File: src/rtl/riscv_constants.sv
// Shared RISC-V core constants: state and grant encodings for the memory
// arbiter, kept in the same package as the decoder enums.
package riscv_constants;

  typedef enum logic [1:0] {
    IDLE    = 2'd0,
    RESP_IF = 2'd1,
    RESP_D  = 2'd2
  } ARB_STATE;

  typedef enum logic [1:0] {
    GNT_NONE = 2'd0,
    GNT_IF   = 2'd1,
    GNT_D    = 2'd2
  } ARB_GRANT;

endpackage

File: src/rtl/riscv_arb_starve_cnt.sv
// Saturating count of data grants made while a fetch waits, with a compare
// against the limit. Only instantiated when RISCV_ARB_STARVE_GUARD_EN is set.
module riscv_arb_starve_cnt #(
  parameter int LIMIT = 4
) (
  input  logic clk,
  input  logic x_reset,
  input  logic inc_i,
  input  logic clr_i,
  output logic hit_o
);

  localparam int W = $clog2(LIMIT + 1);

  logic [W-1:0] cnt_q, cnt_d;

  // Clear wins over increment; the count holds once it reaches the limit.
  always_comb begin
    cnt_d = cnt_q;
    if (clr_i) begin
      cnt_d = '0;
    end else if (inc_i && (cnt_q != W'(LIMIT))) begin
      cnt_d = cnt_q + W'(1);
    end
  end

  // Counter register with synchronous reset.
  always_ff @(posedge clk) begin
    if (x_reset) begin
      cnt_q <= '0;
    end else begin
      cnt_q <= cnt_d;
    end
  end

  assign hit_o = (cnt_q == W'(LIMIT));

endmodule

File: src/rtl/riscv_mem_arbiter.sv
// Two-requester arbiter (instruction fetch / load-store) in front of one
// single-port synchronous RAM. Data has priority over fetch; with
// RISCV_ARB_STARVE_GUARD_EN defined, a fetch is forced through after
// STARVE_LIMIT consecutive data grants made while it was waiting.
//
// state   | meaning
// IDLE    | arbitrate, drive the RAM port for the winner
// RESP_IF | RAM read data returning to the fetch path
// RESP_D  | RAM read data (or store ack) returning to the data path
module riscv_mem_arbiter
  import riscv_constants::*;
#(
  parameter int ADDR_W       = 32,
  parameter int DATA_W       = 32,
  parameter int STARVE_LIMIT = 4
) (
  input  logic                clk,
  input  logic                x_reset,
  input  logic                if_req_valid,
  input  logic [ADDR_W-1:0]   if_req_addr,
  output logic                if_req_ready,
  output logic                if_resp_valid,
  output logic [DATA_W-1:0]   if_resp_data,
  input  logic                d_req_valid,
  input  logic                d_req_we,
  input  logic [ADDR_W-1:0]   d_req_addr,
  input  logic [DATA_W-1:0]   d_req_wdata,
  input  logic [DATA_W/8-1:0] d_req_wstrb,
  output logic                d_req_ready,
  output logic                d_resp_valid,
  output logic [DATA_W-1:0]   d_resp_data,
  output logic                mem_en,
  output logic                mem_we,
  output logic [ADDR_W-1:0]   mem_addr,
  output logic [DATA_W-1:0]   mem_wdata,
  output logic [DATA_W/8-1:0] mem_wstrb,
  input  logic [DATA_W-1:0]   mem_rdata
);

  ARB_STATE state_q, state_d;
  logic     store_q, store_d;
  ARB_GRANT gnt;
  logic     starve_hit;

`ifdef RISCV_ARB_STARVE_GUARD_EN
  riscv_arb_starve_cnt #(
    .LIMIT (STARVE_LIMIT)
  ) u_starve_cnt (
    .clk     (clk),
    .x_reset (x_reset),
    .inc_i   ((gnt == GNT_D) && if_req_valid),
    .clr_i   ((gnt == GNT_IF) || !if_req_valid),
    .hit_o   (starve_hit)
  );
`else
  // Strict data priority: the limit has no effect in this build.
  logic unused_starve_limit;
  assign unused_starve_limit = ^STARVE_LIMIT;
  assign starve_hit          = 1'b0;
`endif

  // Grant decision: only in IDLE and never while reset is asserted, so
  // every output is quiet during reset regardless of the registered state.
  always_comb begin
    gnt = GNT_NONE;
    if ((state_q == IDLE) && !x_reset) begin
      if (d_req_valid && !(starve_hit && if_req_valid)) begin
        gnt = GNT_D;
      end else if (if_req_valid) begin
        gnt = GNT_IF;
      end
    end
  end

  // Next state, RAM port mux and response routing.
  always_comb begin
    state_d       = IDLE;
    store_d       = 1'b0;
    if_req_ready  = 1'b0;
    d_req_ready   = 1'b0;
    if_resp_valid = 1'b0;
    if_resp_data  = '0;
    d_resp_valid  = 1'b0;
    d_resp_data   = '0;
    mem_en        = 1'b0;
    mem_we        = 1'b0;
    mem_addr      = '0;
    mem_wdata     = '0;
    mem_wstrb     = '0;

    case (gnt)
      GNT_D: begin
        d_req_ready = 1'b1;
        mem_en      = 1'b1;
        mem_we      = d_req_we;
        mem_addr    = d_req_addr;
        mem_wdata   = d_req_we ? d_req_wdata : '0;
        mem_wstrb   = d_req_we ? d_req_wstrb : '0;
        store_d     = d_req_we;
        state_d     = RESP_D;
      end
      GNT_IF: begin
        if_req_ready = 1'b1;
        mem_en       = 1'b1;
        mem_addr     = if_req_addr;
        state_d      = RESP_IF;
      end
      default: ;
    endcase

    // A response pending across a reset is dropped.
    if (!x_reset) begin
      case (state_q)
        RESP_IF: begin
          if_resp_valid = 1'b1;
          if_resp_data  = mem_rdata;
        end
        RESP_D: begin
          d_resp_valid = 1'b1;
          d_resp_data  = store_q ? '0 : mem_rdata;
        end
        default: ;
      endcase
    end
  end

  // State register with synchronous reset.
  always_ff @(posedge clk) begin
    if (x_reset) begin
      state_q <= IDLE;
      store_q <= 1'b0;
    end else begin
      state_q <= state_d;
      store_q <= store_d;
    end
  end

endmodule

File: config.mk
export PLATFORM = sky130hd
export DESIGN_NAME = riscv_mem_arbiter
export DESIGN_NICKNAME = d
export VERILOG_FILES = /design/src/rtl/riscv_constants.sv /design/src/rtl/riscv_arb_starve_cnt.sv /design/src/rtl/riscv_mem_arbiter.sv
export SDC_FILE = /design/constraint.sdc
export NUM_CORES = 1
export LEC_CHECK = 0
export ABC_AREA = 1
export ABC_CLOCK_PERIOD_IN_PS = 1950
export BUFFER_PORTS_ARGS = -buffer_cell sky130_fd_sc_hd__buf_2
export CORE_AREA = 8 8 101 103
export DETAILED_ROUTE_END_ITERATION = 7
export DIE_AREA = 0 0 109 111
export PLACE_DENSITY_LB_ADDON = 0.15
export REMOVE_ABC_BUFFERS = 1
export SKIP_CTS_REPAIR_TIMING = 1
export SYNTH_ARGS = -nofsm -noshare
export SYNTH_HDL_FRONTEND = slang
export SYNTH_SLANG_ARGS = --single-unit
File: constraint.sdc
create_clock -name clk -period 1.95 [get_ports clk]
set_input_delay 0.39 -clock clk [delete_from_list [all_inputs] [get_ports clk]]
set_output_delay 0.39 -clock clk [all_outputs]
set_load 0.01 [all_outputs]
==> results of run 1 <==
==> through the flow <==
| stage | setup TNS, ns | cell area (um^2) | worst slack (ns) | cells |
|---|---|---|---|---|
| 2_1_floorplan | -60.54 | 1420 | -1.07 | 325 |
| 3_3_place_gp | -7.09 | 3110 | -0.128 | 723 |
| 3_5_place_dp | -6.93 | 3110 | -0.134 | 723 |
| 4_1_cts | -10.47 | 3150 | -0.181 | 727 |
| 5_1_grt | -7.04 | 3780 | -0.136 | 742 |
| 6_report | -1.73 | 3780 | -0.0611 | 742 |
==> report_power, final <==
group          switching (W)   total, W  internal, W
logic               0.000312   0.000613     0.000301
registers         0.00000144  0.0000642    0.0000628
clock network      0.0000374   0.000176     0.000139
==> cell usage in the layout, fill, tap and decap left out <==
cell and instances:
sky130_fd_sc_hd__buf_2 259, sky130_fd_sc_hd__nand2_1 92, sky130_fd_sc_hd__nor2_1 73, sky130_fd_sc_hd__inv_1 43, sky130_fd_sc_hd__nand3_1 32, sky130_fd_sc_hd__nor2_2 21, sky130_fd_sc_hd__buf_6 21, sky130_fd_sc_hd__a21oi_2 16
sky130_fd_sc_hd__a21oi_1 16, sky130_fd_sc_hd__nor2_4 12, sky130_fd_sc_hd__buf_4 11, sky130_fd_sc_hd__clkbuf_16 7, sky130_fd_sc_hd__nand2_2 6, sky130_fd_sc_hd__buf_12 5, sky130_fd_sc_hd__inv_2 3, sky130_fd_sc_hd__clkbuf_8 3
sky130_fd_sc_hd__nand2_4 2, sky130_fd_sc_hd__ha_4 2, sky130_fd_sc_hd__buf_8 2, sky130_fd_sc_hd__dfxtp_1 2, sky130_fd_sc_hd__nor2_8 1, sky130_fd_sc_hd__nand3_4 1, sky130_fd_sc_hd__nand3_2 1, sky130_fd_sc_hd__nand2_8 1
sky130_fd_sc_hd__clkbuf_1 1, sky130_fd_sc_hd__dfxtp_4 1
==> cell type report <==
type	instances	area, um^2
clock buffer	4	45.0
fill	937	4770
sequential	3	63.8
inverter	46	173
tap	108	135
timing repair buffer	305	1920
multi-input combinational	276	1440
==> logic make-up (layout without fill, tap and decap cells) <==
kind of cell | after synthesis | after routing | share of synthesized area
AOI/OAI and AO/OA | 32 | 32 | 0.0984
DFF | 3 | 3 | 0.0369
and+or+nand+nor | 242 | 242 | 0.614
buffers and inverters | 79 | 355 | 0.235
adders and majority gates | 2 | 2 | 0.0154
==> worst max path at each step <==
stage                    end  slack, ns  startpoint
6_report        mem_addr[22]      -0.06  state_q[0]
5_1_grt         mem_wstrb[2]      -0.14  state_q[0]
4_1_cts        mem_wdata[11]      -0.18  state_q[0]
3_5_place_dp     mem_addr[2]      -0.13     x_reset
3_3_place_gp   mem_wdata[11]      -0.13     x_reset
2_1_floorplan   mem_wdata[0]      -1.07  state_q[0]
==> state kept, by name (all words and copies together) (netlist names) <==
name / cells
state_q: 2
store_q: 1
==> metal layers <==
metal	global-route usage	vias to the layer above
met3	0.0744	6
met4	0.0164	0
met5	0	-
met2	0.283	165
li1	-	1617
met1	0.145	1378
==> worst min-delay path, delay by kind of cell <==
family,cells,cell delay (ns)
simple gates,2,0.14
buf+inv,3,0.33
==> flow_results.xml, run 1 <==
<?xml version="1.0" encoding="UTF-8"?>
<metrics>
  <group name="clock_network">
    <metric name="tritoncts_clock_tree" unit="">built</metric>
    <metric name="clock_tree.htree_level_count" unit="">1</metric>
    <metric name="clock_tree.root_cell" unit="">sky130_fd_sc_hd__clkbuf_8</metric>
    <metric name="clock_latency" unit="ns">0.21</metric>
    <metric name="cts.path.max_buffers" unit="">2</metric>
    <metric name="cts_buffers" unit="">3</metric>
    <metric name="clock_sinks" unit="">3</metric>
    <metric name="path_clk_slew" unit="ns">0.03</metric>
  </group>
  <group name="route">
    <metric name="routedWlPerCell" unit="um">15.2</metric>
    <metric name="drt-met1-wl" unit="mm">3.89</metric>
    <metric name="via_count" unit="">3166</metric>
    <metric name="met3WireLength" unit="mm">1.46</metric>
    <metric name="drt-pass1-iter-count" unit="">4</metric>
    <metric name="drtAntennaViolNets" unit="">0</metric>
    <metric name="wirelength" unit="mm">11.3</metric>
    <metric name="topRoutingLayerUsed" unit="">met4</metric>
    <metric name="drc" unit="">0</metric>
    <metric name="first_iter_violations" unit="">190</metric>
    <metric name="avgViaCountPerCell" unit="">4.27</metric>
    <metric name="met2RoutedLength" unit="mm">5.88</metric>
  </group>
  <group name="global_routing">
    <metric name="via_count_of_the_first_global_routing_pass" unit="">2862</metric>
    <metric name="grt_antenna_before_repair" unit="">0</metric>
    <metric name="grt_pass1_wl" unit="mm">14.8</metric>
    <metric name="grt_start_max_net_pins" unit="">38</metric>
    <metric name="grt-ovfl-total" unit="">0</metric>
    <metric name="track_usage" unit="">0.150</metric>
  </group>
  <group name="worst_setup_path">
    <metric name="r2r_end" unit="">store_q</metric>
    <metric name="r2r_setup_slack" unit="ns">0.55</metric>
    <metric name="crit_path_frequent_cell" unit="">sky130_fd_sc_hd__nand2_1</metric>
    <metric name="worst_ep_required_time" unit="ns">1.56</metric>
    <metric name="arrival" unit="ns">1.62</metric>
    <metric name="worstSetupPathDepth" unit="">8</metric>
    <metric name="worst_setup_path_start_kind" unit="">flip-flop</metric>
    <metric name="timing.critical_path.max_delay_family" unit="">simple AND/OR/NAND/NOR gates</metric>
    <metric name="crit_type" unit="">reg2out</metric>
    <metric name="critPathMaxFanout" unit="">17</metric>
    <metric name="crit_path_cell_trace" unit="">nor2_8, nand2_1, nor2_2, ha_4, clkbuf_16, nand2_1, a21oi_1, buf_2</metric>
    <metric name="critical-path-slowest-cell" unit="">sky130_fd_sc_hd__dfxtp_4</metric>
    <metric name="cp-end-kind" unit="">output port</metric>
    <metric name="timing.critical_path.slowest_cell_delay" unit="ns">0.35</metric>
    <metric name="timing.critical_path.buf_inv" unit="">2</metric>
    <metric name="reg2reg_depth" unit="">8</metric>
    <metric name="r2r-start" unit="">state_q[0]</metric>
  </group>
  <group name="logic_synthesis">
    <metric name="synth_most_common_cell" unit="">sky130_fd_sc_hd__nand2_1</metric>
    <metric name="distinct_cell_type_count_of_the_synthesized_netlist" unit="">16</metric>
    <metric name="yosysWarnings" unit="">0</metric>
    <metric name="synth_largest_type_area_fraction" unit="">0.228</metric>
    <metric name="ys_top_cells_by_area" unit="">sky130_fd_sc_hd__nand2_1 (23%), sky130_fd_sc_hd__nor2_1 (22%), sky130_fd_sc_hd__nand3_1 (10%)</metric>
    <metric name="ffs_latches_synth" unit="">3</metric>
    <metric name="post_synth_inst_count" unit="">358</metric>
    <metric name="synth_commonest_cells" unit="">sky130_fd_sc_hd__nand2_1 (99), sky130_fd_sc_hd__nor2_1 (97), sky130_fd_sc_hd__inv_1 (45)</metric>
    <metric name="synth.avg_cell_area" unit="um^2">4.55</metric>
    <metric name="synth.yosys.seq_area_share" unit="">0.0369</metric>
    <metric name="synth_ff_type" unit="">sky130_fd_sc_hd__dfxtp_1</metric>
    <metric name="synth_async_sr_flop_share" unit="">0</metric>
    <metric name="synth_top_area_cell" unit="">sky130_fd_sc_hd__nand2_1</metric>
    <metric name="synth-edff-count" unit="">0</metric>
    <metric name="post_synth_instance_area" unit="um^2">1630</metric>
  </group>
  <group name="cells_and_area">
    <metric name="diodes" unit="">0</metric>
    <metric name="finalNetCount" unit="">774</metric>
    <metric name="areaGrowthSynthToFinish" unit="%">132</metric>
    <metric name="post_route_cells_drive_above_1_share" unit="">0.591</metric>
    <metric name="layout.core_utilization" unit="">0.442</metric>
  </group>
  <group name="sta">
    <metric name="finalMaxSlewViolations" unit="">0</metric>
    <metric name="finalSetupViolations" unit="">66</metric>
    <metric name="slew_headroom" unit="">0.728</metric>
    <metric name="finalHoldViolations" unit="">0</metric>
    <metric name="post_layout_worst_setup_margin" unit="ns">-0.0611</metric>
    <metric name="rsz0062_at_grt" unit="">yes</metric>
    <metric name="worst-slew-pin-transition" unit="ns">0.407</metric>
    <metric name="skew" unit="ns">0.000370</metric>
    <metric name="whs" unit="ns">0.695</metric>
    <metric name="timing.final.crit_period" unit="ns">2.01</metric>
    <metric name="timing.final.crit_share" unit="">1.03</metric>
    <metric name="timing.fmax" unit="GHz">0.497</metric>
  </group>
  <group name="outcome">
    <metric name="status" unit="">finished, violations left</metric>
    <metric name="failed_checks" unit="">setup timing</metric>
  </group>
  <group name="power">
    <metric name="max-vdd-ir-drop" unit="mV">0.126</metric>
    <metric name="power.leakage" unit="nW">2.33</metric>
    <metric name="powerDensity" unit="nW/um^2">226</metric>
    <metric name="power" unit="W">0.000853</metric>
  </group>
  <group name="floorplan">
    <metric name="core_region_area" unit="um^2">8550</metric>
    <metric name="die_x" unit="um">109</metric>
    <metric name="floorplan.die_area" unit="um^2">12100</metric>
    <metric name="pin_count" unit="">275</metric>
    <metric name="start_util" unit="">0.190</metric>
    <metric name="fp_rows" unit="">34</metric>
    <metric name="dieHeight" unit="um">111</metric>
  </group>
  <group name="worst_hold_path">
    <metric name="holdCritPathClass" unit="">in2reg</metric>
    <metric name="timing.hold.worst_path_depth" unit="">5</metric>
    <metric name="worstHoldEndpoint" unit="">store_q</metric>
    <metric name="hp-start" unit="">d_req_we</metric>
  </group>
  <group name="run">
    <metric name="maxCapViolCount" unit="">0</metric>
  </group>
  <group name="placement">
    <metric name="port_buffers" unit="">274</metric>
    <metric name="post-dp-hpwl" unit="mm">8.51</metric>
    <metric name="gp_congestion" unit="">0.830</metric>
  </group>
</metrics>
Power figures use the tool's default switching activity.
==> run 2: changes to the inputs <==
- ABC_AREA: 1 -> 0
- CORE_AREA: 8 8 101 103 -> 8 8 99 101
- DIE_AREA: 0 0 109 111 -> 0 0 107 109
==> run 2 against run 1 <==
  * The run still ends with setup timing left
  * Largest power group unchanged
  * Critical path depth down 1
  * Final cell count shrank 21%
  * Synthesized cell count fell by 42%
  * Combinational power fell by 20%
==> flow_results.xml, run 2 <==
<?xml version="1.0" encoding="UTF-8"?>
<metrics>
  <group name="outcome">
    <metric name="status" unit="">finished, violations left</metric>
    <metric name="failed_checks" unit="">setup timing</metric>
  </group>
  <group name="global_routing">
    <metric name="track_usage" unit="">0.136</metric>
    <metric name="via_count_of_the_first_global_routing_pass" unit="">2575</metric>
    <metric name="grt_start_max_net_pins" unit="">50</metric>
    <metric name="grt-ovfl-total" unit="">0</metric>
    <metric name="grt_antenna_before_repair" unit="">0</metric>
    <metric name="grt_pass1_wl" unit="mm">12.9</metric>
  </group>
  <group name="clock_network">
    <metric name="clock_latency" unit="ns">0.22</metric>
    <metric name="clock_tree.htree_level_count" unit="">1</metric>
    <metric name="path_clk_slew" unit="ns">0.03</metric>
    <metric name="clock_tree.root_cell" unit="">sky130_fd_sc_hd__clkbuf_8</metric>
    <metric name="cts_buffers" unit="">3</metric>
    <metric name="clock_sinks" unit="">3</metric>
    <metric name="tritoncts_clock_tree" unit="">built</metric>
    <metric name="cts.path.max_buffers" unit="">2</metric>
  </group>
  <group name="logic_synthesis">
    <metric name="ys_top_cells_by_area" unit="">sky130_fd_sc_hd__and2_1 (32%), sky130_fd_sc_hd__a22oi_1 (19%), sky130_fd_sc_hd__and3_1 (18%)</metric>
    <metric name="synth_ff_type" unit="">sky130_fd_sc_hd__dfxtp_1</metric>
    <metric name="yosys-mux-area-fraction" unit="">0</metric>
    <metric name="synth_most_common_cell" unit="">sky130_fd_sc_hd__and2_1</metric>
    <metric name="synth-edff-count" unit="">0</metric>
    <metric name="synth_top_area_cell" unit="">sky130_fd_sc_hd__and2_1</metric>
    <metric name="post_synth_instance_area" unit="um^2">1270</metric>
    <metric name="post_synth_inst_count" unit="">207</metric>
    <metric name="yosysWarnings" unit="">0</metric>
    <metric name="ffs_latches_synth" unit="">3</metric>
    <metric name="synth_top_family_by_area" unit="">simple AND/OR/NAND/NOR gates</metric>
    <metric name="post_synth_fa_ha_maj_area_fraction" unit="">0.0196</metric>
    <metric name="synth-simple-area-share" unit="">0.663</metric>
    <metric name="synth.avg_cell_area" unit="um^2">6.16</metric>
    <metric name="synth-xor-area-share" unit="">0</metric>
    <metric name="distinct_cell_type_count_of_the_synthesized_netlist" unit="">18</metric>
    <metric name="synth_compound_area_frac" unit="">0.188</metric>
    <metric name="synth_commonest_cells" unit="">sky130_fd_sc_hd__and2_1 (66), sky130_fd_sc_hd__and3_1 (36), sky130_fd_sc_hd__a22oi_1 (32), sky130_fd_sc_hd__nor2_1 (32), sky130_fd_sc_hd__clkbuf_1 (20)</metric>
    <metric name="synth.yosys.seq_area_share" unit="">0.0471</metric>
    <metric name="synth_async_sr_flop_share" unit="">0</metric>
    <metric name="synth_largest_type_area_fraction" unit="">0.324</metric>
  </group>
  <group name="cells_and_area">
    <metric name="most_common_cell_after_layout_fill_and_taps_aside" unit="">sky130_fd_sc_hd__buf_2</metric>
    <metric name="finalNetCount" unit="">617</metric>
    <metric name="final.fill_count" unit="">915</metric>
    <metric name="most-common-layout-cells" unit="">sky130_fd_sc_hd__buf_2 (271), sky130_fd_sc_hd__and2_1 (65), sky130_fd_sc_hd__and3_1 (36)</metric>
    <metric name="areaGrowthSynthToFinish" unit="%">144</metric>
    <metric name="post_route_cells_drive_above_1_share" unit="">0.650</metric>
    <metric name="biggestRegsByFlops" unit="">state_q x2, store_q x1</metric>
    <metric name="largest_register_ffs" unit="">2</metric>
    <metric name="diodes" unit="">0</metric>
    <metric name="layout.core_utilization" unit="">0.371</metric>
    <metric name="stdcell_area" unit="um^2">3110</metric>
    <metric name="largest-register" unit="">state_q</metric>
  </group>
  <group name="floorplan">
    <metric name="floorplan.die_area" unit="um^2">11700</metric>
    <metric name="pin_count" unit="">275</metric>
    <metric name="start_util" unit="">0.152</metric>
    <metric name="dieHeight" unit="um">109</metric>
    <metric name="core_region_area" unit="um^2">8380</metric>
    <metric name="fp_rows" unit="">34</metric>
    <metric name="die_x" unit="um">107</metric>
  </group>
  <group name="route">
    <metric name="drt-pass1-iter-count" unit="">4</metric>
    <metric name="drc" unit="">0</metric>
    <metric name="drtAntennaViolNets" unit="">0</metric>
    <metric name="via_count" unit="">2529</metric>
    <metric name="first_iter_violations" unit="">79</metric>
    <metric name="avgViaCountPerCell" unit="">4.32</metric>
    <metric name="wirelength" unit="mm">9.93</metric>
    <metric name="routedWlPerCell" unit="um">17.0</metric>
  </group>
  <group name="worst_setup_path">
    <metric name="crit_path_cell_trace" unit="">nor3_4, and3b_2, ha_4, buf_12, a22oi_1, nor2_1, buf_2</metric>
    <metric name="arrival" unit="ns">1.72</metric>
    <metric name="timing.critical_path.max_delay_family" unit="">simple AND/OR/NAND/NOR gates</metric>
    <metric name="critical-path-slowest-cell" unit="">sky130_fd_sc_hd__dfxtp_2</metric>
    <metric name="reg2reg_depth" unit="">7</metric>
    <metric name="worst_setup_path_start_kind" unit="">flip-flop</metric>
    <metric name="crit_type" unit="">reg2out</metric>
    <metric name="cp-end-kind" unit="">output port</metric>
    <metric name="r2r_setup_slack" unit="ns">0.43</metric>
    <metric name="worst_ep_required_time" unit="ns">1.56</metric>
    <metric name="r2r-start" unit="">state_q[0]</metric>
    <metric name="critPathMaxFanout" unit="">9</metric>
    <metric name="r2r_end" unit="">store_q</metric>
    <metric name="timing.critical_path.buf_inv" unit="">2</metric>
    <metric name="timing.critical_path.slowest_cell_delay" unit="ns">0.32</metric>
  </group>
  <group name="sta">
    <metric name="finalHoldViolations" unit="">0</metric>
    <metric name="timing.setup.tns" unit="ns">-6.65</metric>
    <metric name="finalSetupViolations" unit="">69</metric>
    <metric name="skew" unit="ns">0.000695</metric>
    <metric name="timing.final.crit_period" unit="ns">2.11</metric>
    <metric name="timing.final.crit_share" unit="">1.08</metric>
    <metric name="timing.fmax" unit="GHz">0.474</metric>
    <metric name="rsz0062_at_grt" unit="">yes</metric>
    <metric name="worst-slew-pin-transition" unit="ns">0.483</metric>
    <metric name="post_layout_worst_setup_margin" unit="ns">-0.159</metric>
    <metric name="slew_headroom" unit="">0.678</metric>
    <metric name="finalMaxSlewViolations" unit="">0</metric>
  </group>
  <group name="worst_hold_path">
    <metric name="holdCritPathClass" unit="">in2reg</metric>
    <metric name="hp-start" unit="">x_reset</metric>
    <metric name="worstHoldEndpoint" unit="">state_q[0]</metric>
    <metric name="timing.hold.worst_path_depth" unit="">3</metric>
  </group>
  <group name="power">
    <metric name="power" unit="W">0.000735</metric>
    <metric name="max-vdd-ir-drop" unit="mV">0.0952</metric>
    <metric name="powerDensity" unit="nW/um^2">237</metric>
    <metric name="power.leakage" unit="nW">2.03</metric>
  </group>
  <group name="placement">
    <metric name="gp_congestion" unit="">0.811</metric>
    <metric name="placed_cell_area" unit="um^2">2820</metric>
    <metric name="place_worst_setup_slack" unit="ns">-0.274</metric>
    <metric name="post-dp-hpwl" unit="mm">7.94</metric>
    <metric name="port_buffers" unit="">274</metric>
  </group>
  <group name="run">
    <metric name="maxCapViolCount" unit="">0</metric>
  </group>
</metrics>
run 2: changes by cell type in the layout (fill, tap and decap cells not counted), sizes merged, moves of 2 or more:
cell,change
buf,-11
nor2b,+3
a22oi,+32
inv,-46
nand2,-100
clkbuf,-3
and2,+66
nand3,-34
nor3b,+2
nor2,-75
and3,+36
a21oi,-32
run 2: worst max path at each step:
stage / start / to / slack [ns] / depth (start not counted)
floorplan: x_reset / mem_addr[0] / -0.74 / 5
global placement: x_reset / mem_addr[17] / -0.27 / 9
detailed placement: x_reset / mem_addr[17] / -0.27 / 9
CTS: state_q[0] / mem_addr[17] / -0.29 / 8
global route: state_q[0] / mem_addr[2] / -0.26 / 7
finish: state_q[0] / mem_addr[17] / -0.16 / 7
run 2: kinds of logic after synthesis:
family | Yosys count
compound gates | 32
simple gates | 144
fa+ha+maj | 2
flops | 3
buf+inv | 26
run 2: where the power goes:
| group | internal, W | switching, W | leakage, nW |
|---|---|---|---|
| registers | 0.0000641 | 0.00000181 | 0.0253 |
| clock network | 0.000140 | 0.0000423 | 0.0228 |
| logic | 0.000261 | 0.000227 | 1.98 |
| total | 0.000464 | 0.000271 | 2.03 |
run 2: per-stage QoR:
stage	hold slack (ns)	cells
floorplan	0.462	182
global placement	0.733	574
detailed placement	0.731	574
CTS	0.504	578
global route	0.539	585
finish	0.528	585
run 2: layout make-up:
cell class | instances | area (um^2) | share of cell area
tap | 108 | 135 | 0.0435
sequential | 3 | 62.6 | 0.0201
inverter | 1 | 8.76 | 0.00282
multi-input combinational | 178 | 1180 | 0.380
clock buffer | 4 | 45.0 | 0.0145
timing repair buffer | 291 | 1670 | 0.539
run 2: worst reg2reg max path, stage by stage (launching register included):
cell                       delay [ns]
sky130_fd_sc_hd__dfxtp_2         0.32
sky130_fd_sc_hd__nor3_4          0.21
sky130_fd_sc_hd__nand3b_1        0.15
sky130_fd_sc_hd__ha_4            0.22
sky130_fd_sc_hd__buf_12          0.13
sky130_fd_sc_hd__buf_6           0.12
sky130_fd_sc_hd__and2_4          0.13
sky130_fd_sc_hd__nor2b_1         0.12
run 2: layer usage:
layer / global-route usage / up-vias / part of all wire
met5: 0 / - / 0
met4: 0.0261 / 0 / 0.0064
met3: 0.0727 / 6 / 0.14
met2: 0.277 / 179 / 0.53
met1: 0.113 / 1099 / 0.32
li1: - / 1245 / -
